<file path="config.mk">
export PLATFORM = sky130hd
export DESIGN_NAME = branch_unit_flat
export DESIGN_NICKNAME = d
export VERILOG_FILES = /design/src/rtl/branch_pkg.sv /design/src/rtl/branch_unit_if.sv /design/src/rtl/sat_counter.sv /design/src/rtl/branch_unit.sv /design/src/flat_wrapper.sv
export SDC_FILE = /design/constraint.sdc
export NUM_CORES = 1
export LEC_CHECK = 0
export CORE_AREA = 2 2 127 129
export DETAILED_ROUTE_END_ITERATION = 12
export DIE_AREA = 0 0 129 131
export GPL_TIMING_DRIVEN = 0
export PLACE_DENSITY_LB_ADDON = 0.05
export SLEW_MARGIN = 20
export SYNTH_ARGS = -nofsm -noshare
export SYNTH_HDL_FRONTEND = slang
export SYNTH_SLANG_ARGS = --single-unit
</file>
<file path="constraint.sdc">
create_clock -name clk -period 5.8 [get_ports clk]
set_input_delay 1.16 -clock clk [delete_from_list [all_inputs] [get_ports clk]]
set_output_delay 1.16 -clock clk [all_outputs]
set_load 0.02 [all_outputs]
</file>
<file path="src/rtl/branch_pkg.sv">
`default_nettype none
// ============================================================================
// Module      : branch_pkg
// Description : Shared types and constants for the branch resolution unit.
//               Holds the branch type encoding, the conditional-type
//               classifier and the predictor counter reset value.
// Revision    : 1.0 - initial release
// ============================================================================
package branch_pkg;

    typedef enum logic [2:0] {
        BR_BEQ    = 3'd0,
        BR_BNE    = 3'd1,
        BR_BLT    = 3'd2,
        BR_BGE    = 3'd3,
        BR_BLTU   = 3'd4,
        BR_BGEU   = 3'd5,
        BR_NEVER  = 3'd6,
        BR_ALWAYS = 3'd7
    } br_type_e;

    // Weakly-not-taken for a counter of the given width: 2^(bits-1) - 1.
    function automatic int bht_weak_nt(input int bits);
        return (1 << (bits - 1)) - 1;
    endfunction

    // Weakly-not-taken value for the default 2-bit predictor counter.
    localparam logic [1:0] BHT_WEAK_NT = 2'(bht_weak_nt(2));

    // Only compare-based branches carry information worth training on.
    function automatic logic is_conditional(input br_type_e t);
        return (t == BR_BEQ)  || (t == BR_BNE)  || (t == BR_BLT) ||
               (t == BR_BGE)  || (t == BR_BLTU) || (t == BR_BGEU);
    endfunction

endpackage
`default_nettype wire

</file>
<file path="src/rtl/branch_unit_if.sv">
`default_nettype none
// ============================================================================
// Module      : branch_unit_if
// Description : Resolve-side bundle between execute and the branch unit:
//               request operands/controls and the registered result.
// Revision    : 1.0 - initial release
// ============================================================================
interface branch_unit_if #(
    parameter int XLEN = 32
) ();

    logic                      res_valid_i;
    logic [XLEN-1:0]           res_pc_i;
    logic [XLEN-1:0]           rdata1_i;
    logic [XLEN-1:0]           rdata2_i;
    branch_pkg::br_type_e      br_type_i;
    logic [XLEN-1:0]           target_i;
    logic                      pred_taken_i;
    logic                      flush_i;

    logic                      out_valid_o;
    logic                      br_taken_o;
    logic                      mispredict_o;
    logic [XLEN-1:0]           redirect_pc_o;

    // Execute stage side: issues requests, consumes results.
    modport master (
        output res_valid_i, res_pc_i, rdata1_i, rdata2_i, br_type_i,
               target_i, pred_taken_i, flush_i,
        input  out_valid_o, br_taken_o, mispredict_o, redirect_pc_o
    );

    // Branch unit side.
    modport slave (
        input  res_valid_i, res_pc_i, rdata1_i, rdata2_i, br_type_i,
               target_i, pred_taken_i, flush_i,
        output out_valid_o, br_taken_o, mispredict_o, redirect_pc_o
    );

endinterface
`default_nettype wire

</file>
<file path="src/rtl/sat_counter.sv">
`default_nettype none
// ============================================================================
// Module      : sat_counter
// Description : Up/down counter that saturates at zero and at all-ones.
//               Used for predictor entries and for statistics counters.
// Revision    : 1.0 - initial release
// ============================================================================
module sat_counter #(
    parameter int               WIDTH     = 2,
    parameter logic [WIDTH-1:0] RESET_VAL = '0
) (
    input  wire logic             clk,
    input  wire logic             rst_n,
    input  wire logic             en,
    input  wire logic             inc,
    output logic [WIDTH-1:0]      count
);

    // Step toward the requested direction unless already at that end.
    always_ff @(posedge clk or negedge rst_n) begin
        if (!rst_n) begin
            count <= RESET_VAL;
        end else if (en) begin
            if (inc && (count != '1)) begin
                count <= count + WIDTH'(1);
            end else if (!inc && (count != '0)) begin
                count <= count - WIDTH'(1);
            end
        end
    end

endmodule
`default_nettype wire

</file>
<file path="src/rtl/branch_unit.sv">
`default_nettype none
// ============================================================================
// Module      : branch_unit
// Description : Registered branch resolution with misprediction detection,
//               a direct-mapped table of saturating predictor counters read
//               by fetch, and saturating resolve/mispredict statistics.
// Revision    : 1.0 - initial release
// ============================================================================
module branch_unit
    import branch_pkg::*;
#(
    parameter int XLEN        = 32,
    parameter int BHT_ENTRIES = 16,
    parameter int CTR_BITS    = 2,
    parameter int STAT_BITS   = 32
) (
    input  wire logic              clk,
    input  wire logic              rst_n,
    input  wire logic [XLEN-1:0]   pred_pc_i,
    output logic                   pred_taken_o,
    branch_unit_if.slave           res,
    output logic [STAT_BITS-1:0]   stat_branches_o,
    output logic [STAT_BITS-1:0]   stat_mispred_o
);

    localparam int                  IDX_W   = $clog2(BHT_ENTRIES);
    localparam logic [CTR_BITS-1:0] WEAK_NT = CTR_BITS'(bht_weak_nt(CTR_BITS));

    logic                  taken;
    logic                  accept;
    logic                  mispredict_next;
    logic                  bht_update;
    logic [XLEN-1:0]       redirect_next;
    logic [IDX_W-1:0]      res_idx;
    logic [IDX_W-1:0]      pred_idx;
    logic [CTR_BITS-1:0]   bht [BHT_ENTRIES];

    // Branch outcome from the operands and type, evaluated before the edge.
    always_comb begin
        taken = 1'b0;
        case (res.br_type_i)
            BR_BEQ:    taken = (res.rdata1_i == res.rdata2_i);
            BR_BNE:    taken = (res.rdata1_i != res.rdata2_i);
            BR_BLT:    taken = ($signed(res.rdata1_i) <  $signed(res.rdata2_i));
            BR_BGE:    taken = ($signed(res.rdata1_i) >= $signed(res.rdata2_i));
            BR_BLTU:   taken = (res.rdata1_i <  res.rdata2_i);
            BR_BGEU:   taken = (res.rdata1_i >= res.rdata2_i);
            BR_NEVER:  taken = 1'b0;
            BR_ALWAYS: taken = 1'b1;
            default:   taken = 1'b0;
        endcase
    end

    // A flush on the capture edge kills the request before it has any effect.
    assign accept          = res.res_valid_i && !res.flush_i;
    assign mispredict_next = taken != res.pred_taken_i;
    assign redirect_next   = taken ? res.target_i : (res.res_pc_i + XLEN'(4));
    assign bht_update      = accept && is_conditional(res.br_type_i);

    assign res_idx  = res.res_pc_i[IDX_W+1:2];
    assign pred_idx = pred_pc_i[IDX_W+1:2];

    // Result register; data holds on idle cycles, only the valid drops.
    always_ff @(posedge clk or negedge rst_n) begin
        if (!rst_n) begin
            res.out_valid_o   <= 1'b0;
            res.br_taken_o    <= 1'b0;
            res.mispredict_o  <= 1'b0;
            res.redirect_pc_o <= '0;
        end else begin
            res.out_valid_o <= accept;
            if (accept) begin
                res.br_taken_o    <= taken;
                res.mispredict_o  <= mispredict_next;
                res.redirect_pc_o <= redirect_next;
            end
        end
    end

    // Predictor table: one saturating counter per entry, trained on outcome.
    for (genvar i = 0; i < BHT_ENTRIES; i++) begin : g_bht
        sat_counter #(
            .WIDTH     (CTR_BITS),
            .RESET_VAL (WEAK_NT)
        ) u_ctr (
            .clk   (clk),
            .rst_n (rst_n),
            .en    (bht_update && (res_idx == IDX_W'(i))),
            .inc   (taken),
            .count (bht[i])
        );
    end

    // Fetch sees the stored value; an update on the same edge is not bypassed.
    assign pred_taken_o = bht[pred_idx][CTR_BITS-1];

    sat_counter #(
        .WIDTH     (STAT_BITS),
        .RESET_VAL ('0)
    ) u_stat_branches (
        .clk   (clk),
        .rst_n (rst_n),
        .en    (accept),
        .inc   (1'b1),
        .count (stat_branches_o)
    );

    sat_counter #(
        .WIDTH     (STAT_BITS),
        .RESET_VAL ('0)
    ) u_stat_mispred (
        .clk   (clk),
        .rst_n (rst_n),
        .en    (accept && mispredict_next),
        .inc   (1'b1),
        .count (stat_mispred_o)
    );

    // Only the index bits of the fetch PC select a predictor entry.
    logic unused_pred_pc;
    assign unused_pred_pc = ^{pred_pc_i[XLEN-1:IDX_W+2], pred_pc_i[1:0]};

endmodule
`default_nettype wire

</file>
<file path="src/flat_wrapper.sv">
// flat-port wrapper written by rule: the top's interface ports become plain ports
module branch_unit_flat import branch_pkg::*;
#(
    parameter int XLEN        = 32,
    parameter int BHT_ENTRIES = 16,
    parameter int CTR_BITS    = 2,
    parameter int STAT_BITS   = 32
)
  (clk, rst_n, pred_pc_i, pred_taken_o, stat_branches_o, stat_mispred_o, res_res_valid_i, res_res_pc_i, res_rdata1_i, res_rdata2_i, res_br_type_i, res_target_i, res_pred_taken_i, res_flush_i, res_out_valid_o, res_br_taken_o, res_mispredict_o, res_redirect_pc_o);
  branch_unit_if #(.XLEN(XLEN)) res_i ();
  input  wire logic clk;
  input  wire logic rst_n;
  input  wire logic [XLEN-1:0] pred_pc_i;
  output logic pred_taken_o;
  output logic [STAT_BITS-1:0] stat_branches_o;
  output logic [STAT_BITS-1:0] stat_mispred_o;
  input wire logic [$bits(res_i.res_valid_i)-1:0] res_res_valid_i;
  input wire logic [$bits(res_i.res_pc_i)-1:0] res_res_pc_i;
  input wire logic [$bits(res_i.rdata1_i)-1:0] res_rdata1_i;
  input wire logic [$bits(res_i.rdata2_i)-1:0] res_rdata2_i;
  input wire logic [$bits(res_i.br_type_i)-1:0] res_br_type_i;
  input wire logic [$bits(res_i.target_i)-1:0] res_target_i;
  input wire logic [$bits(res_i.pred_taken_i)-1:0] res_pred_taken_i;
  input wire logic [$bits(res_i.flush_i)-1:0] res_flush_i;
  output wire logic [$bits(res_i.out_valid_o)-1:0] res_out_valid_o;
  output wire logic [$bits(res_i.br_taken_o)-1:0] res_br_taken_o;
  output wire logic [$bits(res_i.mispredict_o)-1:0] res_mispredict_o;
  output wire logic [$bits(res_i.redirect_pc_o)-1:0] res_redirect_pc_o;
  assign res_i.res_valid_i = res_res_valid_i;
  assign res_i.res_pc_i = res_res_pc_i;
  assign res_i.rdata1_i = res_rdata1_i;
  assign res_i.rdata2_i = res_rdata2_i;
  assign res_i.br_type_i = res_br_type_i;
  assign res_i.target_i = res_target_i;
  assign res_i.pred_taken_i = res_pred_taken_i;
  assign res_i.flush_i = res_flush_i;
  assign res_out_valid_o = res_i.out_valid_o;
  assign res_br_taken_o = res_i.br_taken_o;
  assign res_mispredict_o = res_i.mispredict_o;
  assign res_redirect_pc_o = res_i.redirect_pc_o;
  branch_unit #(.XLEN(XLEN), .BHT_ENTRIES(BHT_ENTRIES), .CTR_BITS(CTR_BITS), .STAT_BITS(STAT_BITS)) u_core (.clk(clk), .rst_n(rst_n), .pred_pc_i(pred_pc_i), .pred_taken_o(pred_taken_o), .res(res_i), .stat_branches_o(stat_branches_o), .stat_mispred_o(stat_mispred_o));
endmodule
</file>
**After elaboration in Yosys (flattened, before gate mapping)**

Cells that the tools add are included.

- Flip-flop bits (word level): 131
- Bits in latches: 0
- RAM bits: 0
- ROM bits: 0
- Input bits: 168
- Word-level logic and storage cells: 253
- Memories: 0

- $add $sub $neg: 35
- Multiply operators: 0
- Div/mod/pow operators: 0
- $lt $le $gt $ge: 5
- Equality and inequality tests: 43
- Shift operators: 0
- Mux-type cells: 37
- Bitwise logic cells: 1
- Reduce and logical (&&, ||, !) cells: 110

Operator list:

| kind | number |
|---|---|
| $mux W2 | 34 |
| $add A32 B1 Y32 const B | 2 |
| $ge A32 B32 Y1 | 2 |
| $lt A32 B32 Y1 | 2 |
| $ne A32 B32 Y1 const B | 2 |
| $reduce_bool A2 Y1 | 32 |
| $logic_and A1 B1 Y1 | 51 |
| $reduce_and A2 Y1 | 18 |
| $add A2 B1 Y2 const B | 16 |
| $add A32 B3 Y32 const B | 1 |
| $eq A32 B32 Y1 | 1 |
| $eq A4 B4 Y1 const B | 8 |
| $mux W32 | 1 |
| $ne A2 B2 Y1 const B | 16 |
| $ne A32 B32 Y1 | 1 |
| $sub A2 B1 Y2 const B | 16 |
| $eq A4 B3 Y1 const B | 4 |
| $eq A3 B3 Y1 const B | 4 |
| $bmux W2 S4 | 1 |
| $eq A4 B2 Y1 const B | 2 |
| $pmux W1 S8 | 1 |
| $eq A3 B2 Y1 const B | 2 |
| $ge A5 B5 Y1 const B | 1 |
| $logic_or A1 B1 Y1 | 5 |
| other kinds (7) | 8 |

**Longest topological paths before layout**

Gate-level depths: netlist of the first run.

- Depth in word-level cells: 9
- Gate-level depth with buffers: 14
- Mapped depth without buffers: 12

**Modules after synthesis**

From an unflattened synthesis of the first run, not the netlist that was laid out.

- Cell total of the unflattened synthesis: 1302
- Area, all modules: 11229.5 µm²

Modules (own cells, without submodules):

| module | times used | cells an instance | area an instance (µm²) |
|---|---|---|---|
| sat_counter at u_core.u_stat_branches ... | 2 | 362 | 3060.4 |
| branch_unit | 1 | 450 | 3567.2 |
| sat_counter at u_core.g_bht[0].u_ctr ... | 16 | 8 | 96.3 |

**Worst setup path before layout of the first run**

Ideal clock, no wire load.

- Path kind: in2reg
- Start: input port res_rdata2_i[19]
- End: register u_core.u_stat_mispred.count[20]
- Library setup time: 130 ps
- Arrival time: 3792 ps
- Data required time: 5670 ps
- Path slack: 1877 ps
- Cell stages on the path: 13
- Cell sequence: inv_1 > ha_1 > a41o_1 > a21oi_1 > o211ai_1 > a2111oi_2 > a21oi_1 > a41oi_1 > o211a_4 > mux2i_2 > buf_2 > nand3_1 > xnor2_1

- Cells in the longest elaborated chain, start to end: 5

RTL lines:

| element | RTL line | source |
|---|---|---|
| start, declared | flat_wrapper.sv:20 | `input wire logic [$bits(res_i.rdata2_i)-1:0] res_rdata2_i;` |
| $ge A32 B32 Y1 (tied with other cells) | branch_unit.sv:47 | `BR_BGEU: taken = (res.rdata1_i >= res.rdata2_i);` |
| $pmux W1 S8 (*) | branch_unit.sv:41 | `case (res.br_type_i)` |
| $ne A1 B1 Y1 (*) | branch_unit.sv:56 | `assign mispredict_next = taken != res.pred_taken_i;` |
| $logic_and A1 B1 Y1 (*) | branch_unit.sv:114 | `.en (accept && mispredict_next),` |
| $reduce_and A2 Y1 (no source line) (*) | -- |  |
| end signal, assigned | sat_counter.sv:25 | `count <= count + WIDTH'(1);` |
| end signal, assigned | sat_counter.sv:27 | `count <= count - WIDTH'(1);` |
| end, declared | sat_counter.sv:16 | `output logic [WIDTH-1:0] count` |

Every way passes the cells marked *; elsewhere a longest branch is shown, timed or not.
A chain may end at the register's enable or synchronous reset.

**Worst setup path in the final report of the first run**

- Start: input port pred_pc_i[2]
- End: output port pred_taken_o

- Cells in the longest elaborated chain, start to end: 4

RTL lines:

| element | RTL line | source |
|---|---|---|
| start, declared | flat_wrapper.sv:13 | `input wire logic [XLEN-1:0] pred_pc_i;` |
| $not A4 Y5 (implied by the code) | branch_unit.sv:95 | `assign pred_taken_o = bht[pred_idx][CTR_BITS-1];` |
| $bmux W2 S4 | branch_unit.sv:95 |  |
| $mux W2 (implied by the code) (2 in series) | branch_unit.sv:95 |  |
| end, declared | flat_wrapper.sv:14 | `output logic pred_taken_o;` |

Every way passes these cells. The select of a mux whose other input is x is not followed.

==> load_flow_metrics.sql, run 1 <==
INSERT INTO impl_metrics (metric_group, metric, value, unit) VALUES
('setup_path', 'cp_data_required_time', '4.64', 'ns'),
('cts', 'htree_num_levels', '4', ''),
('pwr', 'irDropWorstVdd', '228', 'uV'),
('place', 'preCtsSetupSlack', '0.904', 'ns'),
('die', 'initial_utilization', '0.491', ''),
('timing', 'totalNegativeSetupSlack', '0', 'ns'),
('hold_path', 'worstHoldStart', 'u_core.res.redirect_pc_o[26]$_DFFE_PN0P_', ''),
('cts', 'cts.repair_timing.setup_buffer_count', '0', ''),
('place', 'gpl.final_weighted_congestion', '0.839', ''),
('cts', 'cts_root_buffer', 'sky130_fd_sc_hd__clkbuf_16', ''),
('timing', 'setup_viol', '0', ''),
('synthesis', 'synth_commonest_cells', '115 x sky130_fd_sc_hd__dfrtp_1, 84 x sky130_fd_sc_hd__nand2_1, 76 x sky130_fd_sc_hd__o21ai_0, 67 x sky130_fd_sc_hd__a21oi_1', ''),
('setup_path', 'critPathArrivalTime', '3.43', 'ns'),
('synthesis', 'synthArstFlopShare', '1.00', ''),
('timing', 'timing.final.hold_violations', '0', ''),
('setup_path', 'cpMaxStageDelayCell', 'sky130_fd_sc_hd__clkdlybuf4s50_1', ''),
('place', 'dp_cells', '1295', ''),
('timing', 'finalWorstPathRequiredPeriod', '4.59', 'ns'),
('pwr', 'power_density', '273', 'nW/um^2'),
('cts', 'insertion_delay', '0.42', 'ns'),
('setup_path', 'critPathLaunchType', 'input pin', ''),
('global_route', 'first_global_vias', '6827', ''),
('setup_path', 'critical_path.endpoint_type', 'output pin', ''),
('timing', 'rsz0062_at_grt', 'false', ''),
('synthesis', 'most_common_cell_in_the_synthesized_netlist', 'sky130_fd_sc_hd__dfrtp_1', ''),
('setup_path', 'buffers_inverters_on_critical_path', '2', ''),
('setup_path', 'critPathMaxStageDelay', '0.64', 'ns'),
('route', 'routed_wl', '20.2', 'mm'),
('timing', 'maxSlewHeadroom', '0.454', ''),
('global_route', 'grt.overflow.total', '0', ''),
('cts', 'cts_sinks', '131', ''),
('setup_path', 'path_delay_family', 'buffers and inverters', ''),
('cts', 'cts_buffer_depth', '2', ''),
('cells_and_area', 'fillers', '1251', ''),
('synthesis', 'ys_seq_area_frac', '0.431', ''),
('global_route', 'grt_start_max_net_pins', '81', ''),
('synthesis', 'yosys_register_bits', '131', ''),
('status', 'run_status', 'complete, no violations', ''),
('timing', 'layout_setup_ws', '1.21', 'ns'),
('timing', 'tightestPinTransition', '0.819', 'ns'),
('route', 'routed-via-count', '6983', ''),
('synthesis', 'post_synth_instance_area', '7650', 'sq um'),
('synthesis', 'synth_edf_count', '0', ''),
('die', 'core_region_area', '15600', 'sq um'),
('synthesis', 'dominantRegCellSynth', 'sky130_fd_sc_hd__dfrtp_1', ''),
('synthesis', 'synth_largest_type_area_fraction', '0.376', ''),
('place', 'port_buffers', '238', ''),
('global_route', 'grt_first_pass_wirelength', '33.3', 'mm'),
('setup_path', 'r2r_start', 'u_core.u_stat_branches.count[19]$_DFFE_PN0P_', ''),
('setup_path', 'worstSetupStartpoint', 'pred_pc_i[2]', ''),
('route', 'route.detailed.wl_per_inst', '15.2', 'microns'),
('timing', 'clock.fmax', '218', 'MHz'),
('synthesis', 'synth.top_cells.by_area', 'sky130_fd_sc_hd__dfrtp_1 38%, sky130_fd_sc_hd__xnor2_1 7.0%, sky130_fd_sc_hd__ha_1 6.2%, sky130_fd_sc_hd__dfstp_2 5.5%, sky130_fd_sc_hd__o21ai_0 5.0%', ''),
('die', 'fp.dieArea', '16900', 'sq um'),
('synthesis', 'synthDominantAreaCellType', 'sky130_fd_sc_hd__dfrtp_1', ''),
('die', 'io-pin-count', '268', ''),
('cts', 'post_cts_resized', '0', ''),
('run', 'timing.max_cap.violations', '0', ''),
('route', 'remaining_drc_errors', '0', ''),
('global_route', 'antenna_found_initial', '0', ''),
('route', 'firstDrtPassIters', '5', ''),
('die', 'std_cell_rows', '46', ''),
('synthesis', 'ys_warn_count', '0', ''),
('synthesis', 'synth.distinct_cells', '50', ''),
('cells_and_area', 'share_of_layout_cells_above_drive_strength_1', '0.0685', ''),
('synthesis', 'mappedNetlistNets', '1046', ''),
('cells_and_area', 'nNetsFinal', '1304', ''),
('timing', 'finalClockSkew', '0.0120', 'ns'),
('route', 'final_antenna_violating_net_count', '0', ''),
('die', 'dieHeight', '131', 'microns'),
('synthesis', 'postSynthCellCount', '840', '');
==> power by group <==
group / leakage [nW] / switching [mW] / internal (mW) / total (mW)
Sequential: 1.64 / 0.0872 / 1.04 / 1.13
Clock: 0.292 / 0.430 / 0.681 / 1.11
Combinational: 2.74 / 0.381 / 0.361 / 0.742
==> cells by family after synthesis <==
kind of cell             Yosys count  synth area share
AND/OR/NAND/NOR                  293             0.185
flip-flops                       131             0.431
XOR/XNOR                          91             0.104
adder cells (fa/ha/maj)           39            0.0634
AO/OA/AOI/OAI                    179             0.134
multiplexers                      21            0.0365
buffers and inverters             86            0.0459
==> tightest hold or removal path: stages, from the launching register on <==
cell and delay, ns:
sky130_fd_sc_hd__dfrtp_1 0.34, sky130_fd_sc_hd__nand2_1 0.04, sky130_fd_sc_hd__o21ai_0 0.06
==> stage by stage <==
stage / utilization / power (mW) / cell area (sq um)
floorplan: - / 1.51 / 7650
global placement: 0.661 / 1.87 / 10300
detailed placement: 0.663 / 1.89 / 10300
CTS: 0.702 / 3.00 / 10900
global route: 0.702 / 3.12 / 10900
finish: 0.702 / 2.98 / 10900
==> registers in the layout, indices dropped and copies added (netlist names) <==
signal	flops
u_core.res.br_taken_o	1
u_core.res.redirect_pc_o	32
u_core.res.out_valid_o	1
u_core.u_stat_branches.count	32
u_core.u_stat_mispred.count	32
u_core.g_bht.u_ctr.count	32
u_core.res.mispredict_o	1
==> layer usage <==
layer / vias up / share of wire / GRT usage / wire, microns
met5: - / 0 / 0 / 0
met4: 0 / 0.016 / 0.0697 / 326
met3: 26 / 0.071 / 0.0647 / 1430
met2: 215 / 0.47 / 0.418 / 9560
met1: 3301 / 0.44 / 0.317 / 8860
li1: 3441 / - / - / -
==> final timing paths <==
| kind | end | slack [ns] | cells past startpoint |
|---|---|---|---|
| min in group asynchronous | u_core.u_stat_branches.count[4]$_DFFE_PN0P_ | 0.66 | 1 |
| hold reg to reg | u_core.res.redirect_pc_o[26]$_DFFE_PN0P_ | 0.48 | 2 |
| max in group asynchronous | u_core.g_bht[3].u_ctr.count[0]$_DFFE_PN1P_ | 4.38 | 2 |
| setup reg to reg | u_core.u_stat_branches.count[31]$_DFFE_PN0P_ | 2.91 | 11 |
| hold / removal | u_core.res.redirect_pc_o[26]$_DFFE_PN0P_ | 0.48 | 2 |
| setup / recovery | pred_taken_o | 1.21 | 4 |
==> layout by cell type (no fill, tap or decap), types with 3 or more instances in the layout <==
cell                                n
sky130_fd_sc_hd__clkdlybuf4s50_1  237
sky130_fd_sc_hd__dfrtp_1          115
sky130_fd_sc_hd__nand2_1           84
sky130_fd_sc_hd__o21ai_0           76
sky130_fd_sc_hd__a21oi_1           67
sky130_fd_sc_hd__nor2_1            61
sky130_fd_sc_hd__xnor2_1           61
sky130_fd_sc_hd__nand3_1           56
sky130_fd_sc_hd__inv_1             55
sky130_fd_sc_hd__ha_1              38
sky130_fd_sc_hd__xor2_1            30
sky130_fd_sc_hd__nand4_1           29
sky130_fd_sc_hd__and3_1            21
sky130_fd_sc_hd__clkbuf_1          18
sky130_fd_sc_hd__clkbuf_16         17
sky130_fd_sc_hd__dfstp_2           16
sky130_fd_sc_hd__mux2i_1           13
sky130_fd_sc_hd__o211ai_1          12
sky130_fd_sc_hd__buf_2             11
sky130_fd_sc_hd__nand2b_1           8
sky130_fd_sc_hd__nor3_1             8
sky130_fd_sc_hd__nor2b_1            6
sky130_fd_sc_hd__mux4_2             5
sky130_fd_sc_hd__and2_1             5
sky130_fd_sc_hd__and4_1             5
sky130_fd_sc_hd__a41oi_1            4
sky130_fd_sc_hd__a21o_1             3
sky130_fd_sc_hd__nor4_1             3
sky130_fd_sc_hd__clkinv_4           3
sky130_fd_sc_hd__bufinv_16          3
sky130_fd_sc_hd__inv_6              3
==> area by class of cell <==
type | instances | area [sq um] | area share
inverters | 55 | 206 | 0.0189
multi-input cells | 623 | 4000 | 0.366
repair buffers | 239 | 2410 | 0.221
clock inverters | 14 | 179 | 0.0164
clock buffers | 17 | 425 | 0.0389
well taps | 216 | 270 | 0.0247
plain buffers | 31 | 145 | 0.0133
flip-flops and latches | 131 | 3300 | 0.301
(Power assumes the default switching activity.)
==> run 2, diff against run 1 <==
CORE_AREA = 2 2 132 134   (was 2 2 127 129)
DIE_AREA = 0 0 134 136   (was 0 0 129 131)
clock period = 4.6 ns   (was 5.8 ns; I/O delays follow)
==> run 2 against run 1 <==
  * Routed wire length increased by 0.38%
  * Core utilization is 5.6 points lower
  * Register-to-register slack worse by 1.2 ns
  * Setup slack lost 0.80 ns
  * Hold slack got worse by 0.0052 ns
  * Clock skew fell by 0.0019 ns
  * Sequential cell count stayed put
  * Cell area decreased by 0.37%
  * Largest cell class unchanged
  * Highest routed layer unchanged
==> load_flow_metrics.sql, run 2 (synthesis gave the netlist of run 1 again) <==
INSERT INTO impl_metrics (metric_group, metric, value, unit) VALUES
('status', 'run_status', 'complete, no violations', ''),
('pwr', 'irDropWorstVdd', '332', 'uV'),
('global_route', 'first_global_vias', '6757', ''),
('pwr', 'net-switching-power', '1.16', 'mW'),
('timing', 'timing.final.hold_violations', '0', ''),
('timing', 'totalNegativeSetupSlack', '0', 'ns'),
('timing', 'maxSlewHeadroom', '0.478', ''),
('timing', 'clock.fmax', '239', 'MHz'),
('die', 'dieHeight', '136', 'microns'),
('timing', 'timing_max_transition_violations_final', '0', ''),
('pwr', 'finalPower', '3.64', 'mW'),
('timing', 'tightestPinTransition', '0.783', 'ns'),
('pwr', 'netSwitchingFraction', '0.319', ''),
('cts', 'insertion_delay', '0.43', 'ns'),
('cells_and_area', 'most_frequent_cells_in_the_layout', '237 x sky130_fd_sc_hd__clkdlybuf4s50_1, 115 x sky130_fd_sc_hd__dfrtp_1, 84 x sky130_fd_sc_hd__nand2_1', ''),
('setup_path', 'worstSetupStartpoint', 'res_rdata2_i[19]', ''),
('route', 'route.detailed.vias_per_inst', '5.17', ''),
('cells_and_area', 'share_of_layout_cells_above_drive_strength_1', '0.0684', ''),
('cts', 'clock_tree_from_tritoncts', 'built', ''),
('die', 'initial_utilization', '0.454', ''),
('place', 'preCtsSetupSlack', '-0.0276', 'ns'),
('route', 'wl_met3', '1.37', 'mm'),
('cts', 'cts-buffers-inserted', '17', ''),
('global_route', 'grt_start_max_net_pins', '73', ''),
('route', 'route.detailed.wl_per_inst', '15.2', 'microns'),
('route', 'dr.max_layer_used', 'met4', ''),
('cts', 'cts.repair_timing.setup_buffer_count', '0', ''),
('setup_path', 'r2r_start', 'u_core.u_stat_branches.count[19]$_DFFE_PN0P_', ''),
('cts', 'htree_num_levels', '4', ''),
('setup_path', 'critPathLaunchType', 'input pin', ''),
('place', 'dp_hpwl', '15.1', 'mm'),
('route', 'routed_wl', '20.3', 'mm'),
('cts', 'cts.hold.buffers_added', '0', ''),
('pwr', 'power.share.sequential', '0.390', ''),
('cells_and_area', 'fillers', '1434', ''),
('setup_path', 'critical_path.endpoint_type', 'register', ''),
('cells_and_area', 'finalNonFillerCells', '1336', ''),
('route', 'routedLengthMet1', '9.42', 'mm'),
('global_route', 'grt_first_pass_wirelength', '33.0', 'mm'),
('global_route', 'track_usage', '0.227', ''),
('place', 'gpl.final_weighted_congestion', '0.807', ''),
('cells_and_area', 'relative_area_change_from_synthesis_to_final_layout', '42.5', '%'),
('setup_path', 'ff2ff_path_depth', '11', ''),
('setup_path', 'critPathMaxFanout', '7', ''),
('place', 'place_area', '10300', 'sq um'),
('timing', 'setup_viol', '0', ''),
('setup_path', 'setup.worst_path.end', 'u_core.u_stat_mispred.count[29]$_DFFE_PN0P_', ''),
('setup_path', 'reg2reg_slack', '1.70', 'ns'),
('place', 'port_buffers', '238', ''),
('pwr', 'pwr-share-clk', '0.352', ''),
('setup_path', 'worstSetupPathType', 'input pin to register', ''),
('pwr', 'power.share.combinational', '0.257', ''),
('timing', 'worst_hold_slack', '0.471', 'ns'),
('cells_and_area', 'diodes', '0', ''),
('die', 'std_cell_rows', '48', ''),
('setup_path', 'r2r-end', 'u_core.u_stat_branches.count[29]$_DFFE_PN0P_', ''),
('cells_and_area', 'nNetsFinal', '1304', ''),
('route', 'met2WireLength', '9.23', 'mm'),
('run', 'timing.max_cap.violations', '0', ''),
('timing', 'layout_setup_ws', '0.414', 'ns'),
('cts', 'clkTransAtPathRegs', '0.06', 'ns'),
('route', 'first_iter_violations', '350', ''),
('pwr', 'power.internal', '2.48', 'mW'),
('die', 'fp.dieArea', '18200', 'sq um'),
('timing', 'timing.final.crit_share', '0.910', ''),
('cts', 'cts_root_buffer', 'sky130_fd_sc_hd__clkbuf_16', ''),
('global_route', 'grt.overflow.total', '0', ''),
('cts', 'post_cts_resized', '0', ''),
('cts', 'cts_buffer_depth', '2', ''),
('timing', 'finalClockSkew', '0.0102', 'ns'),
('route', 'routed-via-count', '6911', ''),
('timing', 'rsz0062_at_grt', 'false', ''),
('route', 'remaining_drc_errors', '0', ''),
('cells_and_area', 'final_core_utilization', '0.646', ''),
('hold_path', 'timing.hold.worst.class', 'input pin to asynchronous set/reset pin', ''),
('setup_path', 'critPathArrivalTime', '4.50', 'ns'),
('place', 'dp_cells', '1304', ''),
('timing', 'finalWorstPathRequiredPeriod', '4.19', 'ns'),
('die', 'core_region_area', '16900', 'sq um'),
('route', 'final_antenna_violating_net_count', '0', ''),
('pwr', 'power_density', '334', 'nW/um^2'),
('route', 'firstDrtPassIters', '5', ''),
('die', 'die_w', '134', 'microns'),
('cts', 'cts_sinks', '131', ''),
('setup_path', 'cp_data_required_time', '4.91', 'ns'),
('pwr', 'leakage', '4.63', 'nW'),
('cells_and_area', 'mostFrequentLayoutCell', 'sky130_fd_sc_hd__clkdlybuf4s50_1', ''),
('global_route', 'antenna_found_initial', '0', ''),
('cells_and_area', 'final_area', '10900', 'sq um'),
('die', 'io-pin-count', '268', '');
run 2: layer usage:
layer | GRT usage | vias up
li1 | - | 3445
met3 | 0.0679 | 19
met2 | 0.360 | 197
met5 | 0 | -
met4 | 0.0680 | 0
met1 | 0.302 | 3250
run 2: power groups by stage:
stage | clock network [mW] | registers, mW | logic [mW]
finish | 1.28 | 1.42 | 0.936
global route | 1.36 | 1.44 | 1.03
CTS | 1.31 | 1.42 | 0.944
detailed placement | 0 | 1.44 | 0.940
global placement | 0 | 1.44 | 0.929
floorplan | 0 | 1.54 | 0.356
run 2: how the worst min path moves through the flow:
stage,startpoint,end
floorplan,u_core.g_bht[15].u_ctr.count[0]$_DFFE_PN1P_,u_core.g_bht[15].u_ctr.count[0]$_DFFE_PN1P_
global placement,u_core.res.redirect_pc_o[1]$_DFFE_PN0P_,u_core.res.redirect_pc_o[1]$_DFFE_PN0P_
detailed placement,u_core.res.redirect_pc_o[3]$_DFFE_PN0P_,u_core.res.redirect_pc_o[3]$_DFFE_PN0P_
CTS,rst_n,u_core.res.redirect_pc_o[6]$_DFFE_PN0P_
global route,u_core.g_bht[15].u_ctr.count[0]$_DFFE_PN1P_,u_core.g_bht[15].u_ctr.count[0]$_DFFE_PN1P_
finish,rst_n,u_core.res.redirect_pc_o[6]$_DFFE_PN0P_
run 2: area by class of cell:
cell class                 instances  area (sq um)  share of cell area
sequential                       131          3300               0.303
buffer                            31           145              0.0133
tap                              225           282              0.0258
multi-input combinational        623          4000               0.367
inverter                          55           206              0.0189
clock inverter                    14           124              0.0114
clock buffer                      18           429              0.0394
timing repair buffer             239          2410               0.221
run 2: critical path, stage by stage:
cell and delay, ns:
sky130_fd_sc_hd__clkdlybuf4s50_1 0.46, sky130_fd_sc_hd__inv_1 0.04, sky130_fd_sc_hd__ha_1 0.32, sky130_fd_sc_hd__a41o_1 0.24, sky130_fd_sc_hd__a21oi_1 0.13, sky130_fd_sc_hd__o211ai_1 0.12, sky130_fd_sc_hd__a2111oi_2 0.61, sky130_fd_sc_hd__a21oi_1 0.19
sky130_fd_sc_hd__a41oi_1 0.23, sky130_fd_sc_hd__o211a_4 0.27, sky130_fd_sc_hd__mux2i_1 0.62, sky130_fd_sc_hd__nand4_1 0.19, sky130_fd_sc_hd__xnor2_1 0.16
==> run 3, diff against run 2 <==
SETUP_SLACK_MARGIN = 0.3   (was not set)
==> run 3 against run 2 <==
  * Sequential share of layout area about the same
  * Core utilization increased by 0.10 points
  * Maximum frequency up 2.7%
  * Combinational power hardly changed
  * Register-to-register slack hardly changed
==> load_flow_metrics.sql, run 3 (synthesis gave the netlist of run 1 again) <==
INSERT INTO impl_metrics (metric_group, metric, value, unit) VALUES
('cells_and_area', 'nNetsFinal', '1304', ''),
('setup_path', 'buffers_inverters_on_critical_path', '3', ''),
('route', 'route.detailed.wl_per_inst', '15.2', 'microns'),
('cells_and_area', 'share_of_layout_cells_above_drive_strength_1', '0.0702', ''),
('setup_path', 'cpMaxStageDelayCell', 'sky130_fd_sc_hd__or4_4', ''),
('route', 'routed_wl', '20.2', 'mm'),
('die', 'core_region_area', '16900', 'sq um'),
('setup_path', 'critical_path.endpoint_type', 'register', ''),
('cts', 'cts-buffers-inserted', '17', ''),
('cts', 'clock_tree_from_tritoncts', 'built', ''),
('cells_and_area', 'relative_area_change_from_synthesis_to_final_layout', '42.7', '%'),
('die', 'std_cell_rows', '48', ''),
('pwr', 'leakage', '4.64', 'nW'),
('timing', 'worst_hold_slack', '0.471', 'ns'),
('setup_path', 'critPathMaxFanout', '10', ''),
('global_route', 'grt.overflow.total', '0', ''),
('timing', 'tightestPinTransition', '0.770', 'ns'),
('place', 'port_buffers', '238', ''),
('setup_path', 'worstSetupPathType', 'input pin to register', ''),
('timing', 'setup_viol', '0', ''),
('die', 'initial_utilization', '0.454', ''),
('global_route', 'grt_first_pass_wirelength', '33.0', 'mm'),
('cts', 'cts_sinks', '131', ''),
('timing', 'clock.fmax', '245', 'MHz'),
('setup_path', 'crit_path_cell_trace', 'clkdlybuf4s50_1 > inv_1 > ha_1 > nand4_1 > or4_4 > o21a_1 > nor2b_1 > a41o_1 > a21oi_2 > o211a_4 > mux2i_2 > buf_2 > nand3_1 > xnor2_1', ''),
('route', 'route.detailed.vias_per_inst', '5.19', ''),
('setup_path', 'critPathLaunchType', 'input pin', ''),
('global_route', 'track_usage', '0.227', ''),
('place', 'gpl.final_weighted_congestion', '0.807', ''),
('hold_path', 'timing.hold.worst.class', 'input pin to asynchronous set/reset pin', ''),
('timing', 'timing_max_transition_violations_final', '0', ''),
('cells_and_area', 'most_frequent_cells_in_the_layout', '237 x sky130_fd_sc_hd__clkdlybuf4s50_1, 115 x sky130_fd_sc_hd__dfrtp_1, 84 x sky130_fd_sc_hd__nand2_1', ''),
('die', 'dieHeight', '136', 'microns'),
('cts', 'cts_buffer_depth', '2', ''),
('cts', 'htree_num_levels', '4', ''),
('cts', 'insertion_delay', '0.43', 'ns'),
('cts', 'cts.repair_timing.setup_buffer_count', '0', ''),
('die', 'die_w', '134', 'microns'),
('global_route', 'grt_start_max_net_pins', '73', ''),
('place', 'dp_hpwl', '15.1', 'mm'),
('route', 'remaining_drc_errors', '0', ''),
('place', 'dp_cells', '1304', ''),
('cts', 'clkTransAtPathRegs', '0.06', 'ns'),
('die', 'io-pin-count', '268', ''),
('timing', 'finalClockSkew', '0.0105', 'ns'),
('setup_path', 'cp_data_required_time', '4.91', 'ns'),
('timing', 'timing.final.hold_violations', '0', ''),
('pwr', 'irDropWorstVdd', '332', 'uV'),
('cells_and_area', 'diodes', '0', ''),
('global_route', 'first_global_vias', '6757', ''),
('cells_and_area', 'finalNonFillerCells', '1336', ''),
('global_route', 'antenna_found_initial', '0', ''),
('route', 'first_iter_violations', '384', ''),
('route', 'routed-via-count', '6931', ''),
('timing', 'rsz0062_at_grt', 'false', ''),
('die', 'fp.dieArea', '18200', 'sq um'),
('status', 'run_status', 'complete, no violations', ''),
('setup_path', 'critPathMaxStageDelay', '0.59', 'ns'),
('pwr', 'power_density', '333', 'nW/um^2'),
('setup_path', 'path_delay_family', 'simple AND/OR/NAND/NOR gates', ''),
('setup_path', 'critPathArrivalTime', '4.38', 'ns'),
('cts', 'cts_root_buffer', 'sky130_fd_sc_hd__clkbuf_16', ''),
('timing', 'timing.final.crit_share', '0.886', ''),
('place', 'preCtsSetupSlack', '-0.0276', 'ns'),
('cells_and_area', 'mostFrequentLayoutCell', 'sky130_fd_sc_hd__clkdlybuf4s50_1', ''),
('timing', 'finalWorstPathRequiredPeriod', '4.08', 'ns'),
('route', 'final_antenna_violating_net_count', '0', ''),
('run', 'timing.max_cap.violations', '0', ''),
('cells_and_area', 'fillers', '1431', ''),
('timing', 'maxSlewHeadroom', '0.487', ''),
('timing', 'layout_setup_ws', '0.522', 'ns'),
('cells_and_area', 'final_core_utilization', '0.647', ''),
('route', 'firstDrtPassIters', '5', '');
## run 3: cell count changes in the layout (fill, tap and decap cells not counted)
cell	delta
sky130_fd_sc_hd__a2111oi_2	-1
sky130_fd_sc_hd__a2111oi_4	+1
sky130_fd_sc_hd__clkbuf_1	-1
sky130_fd_sc_hd__clkbuf_2	+1
sky130_fd_sc_hd__mux2i_1	-1
sky130_fd_sc_hd__mux2i_2	+1
## run 3: cell type report
class	count	area, sq um	area share
well taps	225	282	0.0258
clock buffers	18	429	0.0393
multi-input cells	623	4020	0.368
clock inverters	14	124	0.0113
repair buffers	239	2410	0.221
flip-flops and latches	131	3300	0.302
plain buffers	31	146	0.0134
inverters	55	206	0.0189
## run 3: worst paths after layout
check                      cells after the start                                      endpoint  slack (ns)                                          from
max reg2reg                                   11  u_core.u_stat_branches.count[29]$_DFFE_PN0P_        1.70  u_core.u_stat_branches.count[19]$_DFFE_PN0P_
min reg2reg                                    2       u_core.res.redirect_pc_o[3]$_DFFE_PN0P_        0.48       u_core.res.redirect_pc_o[3]$_DFFE_PN0P_
max                                           14   u_core.u_stat_mispred.count[22]$_DFFE_PN0P_        0.52                              res_rdata2_i[31]
max in group asynchronous                      2   u_core.g_bht[14].u_ctr.count[0]$_DFFE_PN1P_        3.38                                         rst_n
min                                            1      u_core.res.redirect_pc_o[16]$_DFFE_PN0P_        0.47                                         rst_n
min in group clk                               2       u_core.res.redirect_pc_o[3]$_DFFE_PN0P_        0.48       u_core.res.redirect_pc_o[3]$_DFFE_PN0P_
## run 3: what timing repair did
item / CTS / global route
hold buffers: 0 / 0
endpoints found under the setup margin: 0 / 43
gates resized for setup: 0 / 4
## run 3: per-stage QoR
step                total power, mW  area, sq um  TNS [ns]
finish                         3.64        10900         0
detailed placement             2.38        10300   -0.0981
global route                   3.83        10900         0
CTS                            3.67        10900         0
floorplan                      1.90         7650         0
global placement               2.37        10300   -348.14
## run 3: report_power, final
part           internal [mW]  total, mW  switching (mW)  leakage (nW)
Combinational          0.457      0.938           0.481          2.74
Sequential              1.31       1.42           0.107          1.64
Clock                  0.707       1.28           0.576         0.261
Total                   2.48       3.64            1.16          4.64
## run 3: metal layers
metal,global-route usage,part of all wire,up-vias
met1,0.302,0.46,3273
met3,0.0679,0.069,17
met2,0.360,0.46,198
met4,0.0680,0.010,0
li1,-,-,3443
met5,0,0,-
